### config.mk
export PLATFORM = sky130hd
export DESIGN_NAME = compare_pipe_flat
export DESIGN_NICKNAME = d
export VERILOG_FILES = /design/src/rtl/cmp_pkg.sv /design/src/rtl/compare_pipe_if.sv /design/src/rtl/cmp_core.sv /design/src/rtl/compare_pipe.sv /design/src/flat_wrapper.sv
export SDC_FILE = /design/constraint.sdc
export NUM_CORES = 1
export LEC_CHECK = 0
export ABC_CLOCK_PERIOD_IN_PS = 2500
export CAP_MARGIN = 20
export CORE_ASPECT_RATIO = 2
export CORE_MARGIN = 2
export CORE_UTILIZATION = 46
export CTS_BUF_LIST = sky130_fd_sc_hd__clkbuf_16
export DETAILED_ROUTE_END_ITERATION = 8
export GPL_ROUTABILITY_DRIVEN = 0
export PLACE_DENSITY = 0.82
export SYNTH_ARGS = -nofsm -noshare
export SYNTH_HDL_FRONTEND = slang
export SYNTH_HIERARCHICAL = 1
export SYNTH_SLANG_ARGS = --single-unit
### constraint.sdc
create_clock -name clk -period 2.5 [get_ports clk]
set_input_delay 0.5 -clock clk [delete_from_list [all_inputs] [get_ports clk]]
set_output_delay 0.5 -clock clk [all_outputs]
set_load 0.01 [all_outputs]
### src/rtl/cmp_pkg.sv
// ============================================================================
// Module : cmp_pkg
// Brief  : Shared result encoding, default sizes and saturating increment
//          for the compare_pipe comparator.
// Rev    : 1.0  initial release
// ============================================================================
`default_nettype none

package cmp_pkg;

    localparam int CMP_DEF_WIDTH = 8;
    localparam int CMP_DEF_CNT_W = 16;

    typedef logic [1:0] cmp_res_t;

    localparam cmp_res_t CMP_LT = 2'b00;
    localparam cmp_res_t CMP_EQ = 2'b01;
    localparam cmp_res_t CMP_GT = 2'b10;

    // Counter is carried in a 64-bit container; w is the real counter width.
    function automatic logic [63:0] sat_inc(input logic [63:0] cnt, input int w);
        logic [63:0] lim;
        lim = (w >= 64) ? '1 : ((64'd1 << w) - 64'd1);
        return (cnt >= lim) ? cnt : cnt + 64'd1;
    endfunction

endpackage

`default_nettype wire

### src/rtl/compare_pipe_if.sv
// ============================================================================
// Module : compare_pipe_if
// Brief  : Operand stream, flag and status bundle for compare_pipe.
//          Min/max signals exist only with COMPARE_PIPE_MINMAX_EN defined.
// Rev    : 1.0  initial release
// ============================================================================
`default_nettype none

interface compare_pipe_if
    import cmp_pkg::*;
#(
    parameter int WIDTH = CMP_DEF_WIDTH,
    parameter int CNT_W = CMP_DEF_CNT_W
);
    logic             in_valid;
    logic [WIDTH-1:0] in_a;
    logic [WIDTH-1:0] in_b;
    logic             in_signed;
    logic             clr_cnt;
    logic             out_valid;
    logic             oa;
    logic             oe;
    logic             ob;
    logic [CNT_W-1:0] cnt_gt;
    logic [CNT_W-1:0] cnt_eq;
    logic [CNT_W-1:0] cnt_lt;
`ifdef COMPARE_PIPE_MINMAX_EN
    logic [WIDTH-1:0] max_val;
    logic [WIDTH-1:0] min_val;
    logic             mm_valid;
`endif

    modport master (
        output in_valid, in_a, in_b, in_signed, clr_cnt,
        input  out_valid, oa, oe, ob, cnt_gt, cnt_eq, cnt_lt
`ifdef COMPARE_PIPE_MINMAX_EN
        , input max_val, min_val, mm_valid
`endif
    );

    modport slave (
        input  in_valid, in_a, in_b, in_signed, clr_cnt,
        output out_valid, oa, oe, ob, cnt_gt, cnt_eq, cnt_lt
`ifdef COMPARE_PIPE_MINMAX_EN
        , output max_val, min_val, mm_valid
`endif
    );

endinterface

`default_nettype wire

### src/rtl/cmp_core.sv
// ============================================================================
// Module : cmp_core
// Brief  : Combinational WIDTH-bit magnitude compare, signed or unsigned.
// Rev    : 1.0  initial release
// ============================================================================
`default_nettype none

module cmp_core
    import cmp_pkg::*;
#(
    parameter int WIDTH = CMP_DEF_WIDTH
) (
    input  wire logic [WIDTH-1:0] i_a,
    input  wire logic [WIDTH-1:0] i_b,
    input  wire logic             i_signed_mode,
    output cmp_res_t              o_res
);

    logic [WIDTH-1:0] w_a;
    logic [WIDTH-1:0] w_b;

    // Flipping the sign bit maps two's-complement order onto unsigned order.
    assign w_a = {i_a[WIDTH-1] ^ i_signed_mode, i_a[WIDTH-2:0]};
    assign w_b = {i_b[WIDTH-1] ^ i_signed_mode, i_b[WIDTH-2:0]};

    always_comb begin
        o_res = CMP_LT;
        if (w_a > w_b) begin
            o_res = CMP_GT;
        end else if (w_a == w_b) begin
            o_res = CMP_EQ;
        end
    end

endmodule

`default_nettype wire

### src/rtl/compare_pipe.sv
// ============================================================================
// Module : compare_pipe
// Brief  : Two-stage pipelined magnitude comparator with saturating outcome
//          counters. COMPARE_PIPE_MINMAX_EN adds running max/min of operand A.
// Rev    : 1.0  initial release
// ============================================================================
`default_nettype none

module compare_pipe
    import cmp_pkg::*;
#(
    parameter int WIDTH = CMP_DEF_WIDTH,
    parameter int CNT_W = CMP_DEF_CNT_W
) (
    input wire logic     clk,
    input wire logic     rst,
    compare_pipe_if.slave bus
);

    logic [WIDTH-1:0] r_s1_a;
    logic [WIDTH-1:0] r_s1_b;
    logic             r_s1_signed;
    logic             r_s1_valid;
    logic             r_out_valid;
    logic             r_oa;
    logic             r_oe;
    logic             r_ob;
    logic [CNT_W-1:0] r_cnt_gt;
    logic [CNT_W-1:0] r_cnt_eq;
    logic [CNT_W-1:0] r_cnt_lt;
    cmp_res_t         w_res;

    // Operands hold their value between valid pairs to avoid needless toggling.
    always_ff @(posedge clk) begin
        if (bus.in_valid) begin
            r_s1_a      <= bus.in_a;
            r_s1_b      <= bus.in_b;
            r_s1_signed <= bus.in_signed;
        end
    end

    cmp_core #(.WIDTH(WIDTH)) u_cmp (
        .i_a           (r_s1_a),
        .i_b           (r_s1_b),
        .i_signed_mode (r_s1_signed),
        .o_res         (w_res)
    );

    always_ff @(posedge clk) begin
        if (rst) begin
            r_s1_valid  <= 1'b0;
            r_out_valid <= 1'b0;
            r_oa        <= 1'b0;
            r_oe        <= 1'b0;
            r_ob        <= 1'b0;
        end else begin
            r_s1_valid  <= bus.in_valid;
            r_out_valid <= r_s1_valid;
            r_oa        <= r_s1_valid && (w_res == CMP_GT);
            r_oe        <= r_s1_valid && (w_res == CMP_EQ);
            r_ob        <= r_s1_valid && (w_res == CMP_LT);
        end
    end

    always_ff @(posedge clk) begin
        if (rst || bus.clr_cnt) begin
            r_cnt_gt <= '0;
            r_cnt_eq <= '0;
            r_cnt_lt <= '0;
        end else if (r_s1_valid) begin
            case (w_res)
                CMP_GT:  r_cnt_gt <= CNT_W'(sat_inc(64'(r_cnt_gt), CNT_W));
                CMP_EQ:  r_cnt_eq <= CNT_W'(sat_inc(64'(r_cnt_eq), CNT_W));
                default: r_cnt_lt <= CNT_W'(sat_inc(64'(r_cnt_lt), CNT_W));
            endcase
        end
    end

    assign bus.out_valid = r_out_valid;
    assign bus.oa        = r_oa;
    assign bus.oe        = r_oe;
    assign bus.ob        = r_ob;
    assign bus.cnt_gt    = r_cnt_gt;
    assign bus.cnt_eq    = r_cnt_eq;
    assign bus.cnt_lt    = r_cnt_lt;

`ifdef COMPARE_PIPE_MINMAX_EN
    logic [WIDTH-1:0] r_max;
    logic [WIDTH-1:0] r_min;
    logic             r_mm_valid;
    cmp_res_t         w_res_max;
    cmp_res_t         w_res_min;

    cmp_core #(.WIDTH(WIDTH)) u_cmp_max (
        .i_a           (r_s1_a),
        .i_b           (r_max),
        .i_signed_mode (r_s1_signed),
        .o_res         (w_res_max)
    );

    cmp_core #(.WIDTH(WIDTH)) u_cmp_min (
        .i_a           (r_s1_a),
        .i_b           (r_min),
        .i_signed_mode (r_s1_signed),
        .o_res         (w_res_min)
    );

    always_ff @(posedge clk) begin
        if (rst || bus.clr_cnt) begin
            r_max      <= '0;
            r_min      <= '0;
            r_mm_valid <= 1'b0;
        end else if (r_s1_valid) begin
            r_mm_valid <= 1'b1;
            if (!r_mm_valid || (w_res_max == CMP_GT)) begin
                r_max <= r_s1_a;
            end
            if (!r_mm_valid || (w_res_min == CMP_LT)) begin
                r_min <= r_s1_a;
            end
        end
    end

    assign bus.max_val  = r_max;
    assign bus.min_val  = r_min;
    assign bus.mm_valid = r_mm_valid;
`endif

endmodule

`default_nettype wire

### src/flat_wrapper.sv
// flat-port wrapper written by rule: the top's interface ports become plain ports
module compare_pipe_flat import cmp_pkg::*;
#(
    parameter int WIDTH = CMP_DEF_WIDTH,
    parameter int CNT_W = CMP_DEF_CNT_W
)
  (clk, rst, bus_in_valid, bus_in_a, bus_in_b, bus_in_signed, bus_clr_cnt, bus_out_valid, bus_oa, bus_oe, bus_ob, bus_cnt_gt, bus_cnt_eq, bus_cnt_lt);
  compare_pipe_if #(.WIDTH(WIDTH), .CNT_W(CNT_W)) bus_i ();
  input wire logic clk;
  input wire logic rst;
  input wire logic [$bits(bus_i.in_valid)-1:0] bus_in_valid;
  input wire logic [$bits(bus_i.in_a)-1:0] bus_in_a;
  input wire logic [$bits(bus_i.in_b)-1:0] bus_in_b;
  input wire logic [$bits(bus_i.in_signed)-1:0] bus_in_signed;
  input wire logic [$bits(bus_i.clr_cnt)-1:0] bus_clr_cnt;
  output wire logic [$bits(bus_i.out_valid)-1:0] bus_out_valid;
  output wire logic [$bits(bus_i.oa)-1:0] bus_oa;
  output wire logic [$bits(bus_i.oe)-1:0] bus_oe;
  output wire logic [$bits(bus_i.ob)-1:0] bus_ob;
  output wire logic [$bits(bus_i.cnt_gt)-1:0] bus_cnt_gt;
  output wire logic [$bits(bus_i.cnt_eq)-1:0] bus_cnt_eq;
  output wire logic [$bits(bus_i.cnt_lt)-1:0] bus_cnt_lt;
  assign bus_i.in_valid = bus_in_valid;
  assign bus_i.in_a = bus_in_a;
  assign bus_i.in_b = bus_in_b;
  assign bus_i.in_signed = bus_in_signed;
  assign bus_i.clr_cnt = bus_clr_cnt;
  assign bus_out_valid = bus_i.out_valid;
  assign bus_oa = bus_i.oa;
  assign bus_oe = bus_i.oe;
  assign bus_ob = bus_i.ob;
  assign bus_cnt_gt = bus_i.cnt_gt;
  assign bus_cnt_eq = bus_i.cnt_eq;
  assign bus_cnt_lt = bus_i.cnt_lt;
  compare_pipe #(.WIDTH(WIDTH), .CNT_W(CNT_W)) u_core (.clk(clk), .rst(rst), .bus(bus_i));
endmodule
==> metrics.md <==
| Metric | Value |
|---|---|
| Status | `finished, violations left` |
| Failing checks | `negative setup slack` |
| Worst slack at placement | `-0.304 ns` |
| # IOs | `73` |
| Cell Rows | `44` |
| Post-DP HPWL | `between 6000 and 7000 um` |
| Vias | `about 3400` |
| Proportion of layout cells with a drive suffix above 1 | `about a fifth` |
| H-tree depth | `3` |
| Final setup viols | `36` |
| Post-Syn Instances | `around 350` |
| CTS tree | `built` |
| # DRC | `0` |
| Register area share after synthesis | `a little under half` |
| Syn avg cell area | `9.55 um^2` |
| Post-route insts no fill | `550` |
| EDFF count, synth | `17` |
| Startpoint Class | `register` |
| Arr. time, crit path | `just over 3 ns` |
| R2r endpoint | `u_core/bus.cnt_eq[13]$_SDFFE_PP0P_` |
| Die H | `125 um` |
| CP Launch Point | `u_core/r_s1_signed$_DFFE_PP_` |
| Wire length per cell | `~18 um` |
| Clock sinks | `70` |
| Max Clock Freq | `between 300 and 400 MHz` |
| Clk_lat worst skew | `approximately 0.33 ns` |
| Most Crowded Layer GR | `met2` |
| Remaining Overflow, GRT | `0` |
| Antenna violations before repair | `0` |
| DRT Pass-1 Iters | `4` |
| Max-slew violation count | `0` |
| Cell Area, Synth | `3380 um^2` |
| Post-route setup slack | `-0.317 ns` |
| Largest net degree at the start of global routing | `27` |
| Placed Instances | `~530` |
| Met1 Use GR | `about a quarter` |
| Final min period | `around 2.8 ns` |
| Crit end category | `register` |
| Critical Path End | `u_core/bus.cnt_eq[13]$_SDFFE_PP0P_` |
| Core Region | `7210 um^2` |
| Clk root buf | `clkbuf_16` |
| Worst-case clock buffer depth | `2` |
| Met3 Use GR | `4.50%` |
| Dominant synthesized flop cell | `dfxtp_1` |
| Die area | `around 8100 um^2` |
| Final hold vios | `0` |
| Warnings from Yosys | `6` |
| Vias in the first global route | `about 3200` |
| Power per cell area | `approximately 530 nW/um^2` |
| Crit path kind | `reg -> reg` |
| Met2 usage in global routing | `43.0%` |
| Unrepaired setup endpoints after global routing | `true` |
| Finished Cell Area | `around 5000 um^2` |
| Effective utilization at floorplan | `a little under half` |
| Worst Tran Pin Value | `about 1.3 ns` |
| Leak | `about 0.0016 uW` |
| Cell variety after synth | `46` |
| TritonCTS buffer count | `9` |
| Async set-reset flop share out of synthesis | `0%` |
| Syn-to-layout area delta | `47.3%` |
| Max rail drop VDD | `0.330 mV` |
| MaxCap Viol Count | `0` |
| Most frequent cells in the layout | `clkdlybuf4s50_1 (72), dfxtp_1 (53), a21oi_1 (28)` |
| Critical Path Fanout Max | `6` |
| Reg-to-reg setup timing slack | `-0.32 ns` |
| Vias per inst | `between 6 and 7` |
| Final Util | `69.1%` |
| Port Buffers | `between 70 and 80` |
| DRT iter0 DRCs | `214` |
| Worst-path clk slew | `about 0.06 ns` |
| Hold/Removal Path Class | `reg -> reg` |
| First-pass GRT wire length | `about 15000 um` |
| DIE WIDTH | `around 65 um` |
| Register bit count reported by yosys | `70` |
| Syn nets | `around 390` |
| RR Startpoint | `u_core/r_s1_signed$_DFFE_PP_` |
| Post-Place Cell Area | `4380 um^2` |
| Hold Path Depth | `2` |
| Final ANT Viol Nets | `0` |
| DRT Wirelength | `just under 10000 um` |
| Required @ worst endpoint | `2.71 ns` |
| Worst r2r path cells | `11` |
| Fin nets | `488` |
| Final worst-path cycle share | `113%` |
| # diodes | `0` |
| Total GRT Usage | `roughly a quarter` |
| Leading cell type in the layout, fill and taps excluded | `clkdlybuf4s50_1` |
| Final Skew | `0.00321 ns` |
| Fin Hold WS | `between 0.5 and 0.6 ns` |
| Slew margin rel. | `approximately 14%` |
[report_power, final]
group | internal (uW) | leakage [uW] | switching, uW
Sequential | 1190 | 0.000594 | 11.6
Combinational | 113 | 0.000913 | 111
Clock | 764 | 0.000140 | 474
[metal layers]
| metal | wire length (um) | part of all wire, % |
|---|---|---|
| met5 | 0 | 0 |
| met4 | 269 | 2.8 |
| met3 | 374 | 3.9 |
| met2 | 5270 | 55 |
| met1 | 3730 | 39 |
[critical path, stage by stage, from the launching register on]
cell	delay, ns
edfxtp_1	0.41
xor2_1	0.17
ha_1	0.34
a21oi_1	0.16
o21ai_1	0.08
o22a_1	0.21
inv_2	0.08
ha_4	0.14
nand4_1	0.15
or3_4	0.41
o31ai_1	0.43
a21oi_2	0.11
[cells in the mapped netlist (3+ instances only)]
master	instances	area share, %
a211oi_1	4	0.89
and2_1	4	0.74
and3_1	7	1.3
edfxtp_1	17	15
nor3_1	3	0.44
o31ai_1	17	3.8
o21ai_0	12	1.8
and4_1	9	2.3
nand2_1	28	3.1
mux2i_1	3	0.89
clkbuf_1	10	1.1
nand3_1	14	2.1
a31oi_1	5	0.92
a21oi_1	35	5.2
inv_1	14	1.6
nor4_1	6	1.1
nand4_1	18	3.3
or4_1	14	3.1
o311ai_0	5	1.3
nor2_1	10	1.1
or3_2	3	0.67
or2_2	3	0.55
o211ai_1	3	0.67
ha_1	14	5.2
dfxtp_1	53	31
o41ai_1	7	1.8
or3_1	10	1.8
a311oi_1	4	1.0
[cells by family (layout without fill, tap and decap cells)]
group,count (synthesis),count (layout),share of synthesized area (%)
AO/OA/AOI/OAI,99,99,19.3
XOR/XNOR,2,2,0.518
adder cells (fa/ha/maj),14,14,5.18
buffers and inverters,26,130,2.96
flip-flops,70,70,46.5
multiplexers,3,3,0.888
AND/OR/NAND/NOR,140,140,24.7
[stage by stage]
stage / total power, uW / TNS [ns]
CTS: 2670 / -4.59
detailed placement: 1420 / -6.29
finish: 2660 / -5.84
floorplan: 1320 / -0.521
global placement: 1410 / -3.75
global route: 2750 / -9.76
[what timing repair did]
| item | 4_1_cts | 5_1_grt |
|---|---|---|
| gates resized for setup | 33 | 15 |
| pin swaps | 20 | 10 |
| endpoints found under the setup margin | 34 | 40 |
| endpoints found under the hold margin | 0 | 0 |
| setup buffers | 3 | 3 |
| hold buffers | 0 | 0 |
[registers in the layout, indices dropped and copies added (netlist names)]
name,cells
u_core/bus.oa,1
u_core/bus.out_valid,1
u_core/bus.cnt_lt,16
u_core/r_s1_b,8
u_core/r_s1_valid,1
u_core/r_s1_a,8
u_core/bus.cnt_eq,16
u_core/bus.oe,1
u_core/r_s1_signed,1
u_core/bus.ob,1
u_core/bus.cnt_gt,16
[how the worst min path moves through the flow]
stage / start / endpoint
after floorplan: u_core/bus.cnt_lt[1]$_SDFFE_PP0P_ / u_core/bus.cnt_lt[1]$_SDFFE_PP0P_
after global placement: u_core/bus.cnt_lt[1]$_SDFFE_PP0P_ / u_core/bus.cnt_lt[1]$_SDFFE_PP0P_
after detailed placement: u_core/bus.cnt_lt[1]$_SDFFE_PP0P_ / u_core/bus.cnt_lt[1]$_SDFFE_PP0P_
after CTS: u_core/bus.cnt_lt[1]$_SDFFE_PP0P_ / u_core/bus.cnt_lt[1]$_SDFFE_PP0P_
after global routing: u_core/bus.cnt_gt[2]$_SDFFE_PP0P_ / u_core/bus.cnt_gt[2]$_SDFFE_PP0P_
final: u_core/bus.cnt_lt[1]$_SDFFE_PP0P_ / u_core/bus.cnt_lt[1]$_SDFFE_PP0P_
[cell type report]
| class | count | area [um^2] |
|---|---|---|
| fill | 527 | 2230 |
| multi-input combinational | 258 | 1980 |
| sequential | 70 | 1570 |
| timing repair buffer | 100 | 972 |
| clock buffer | 9 | 225 |
| tap | 92 | 115 |
| clock inverter | 7 | 66.3 |
| inverter | 14 | 52.6 |
Power figures use the tool's default switching activity.
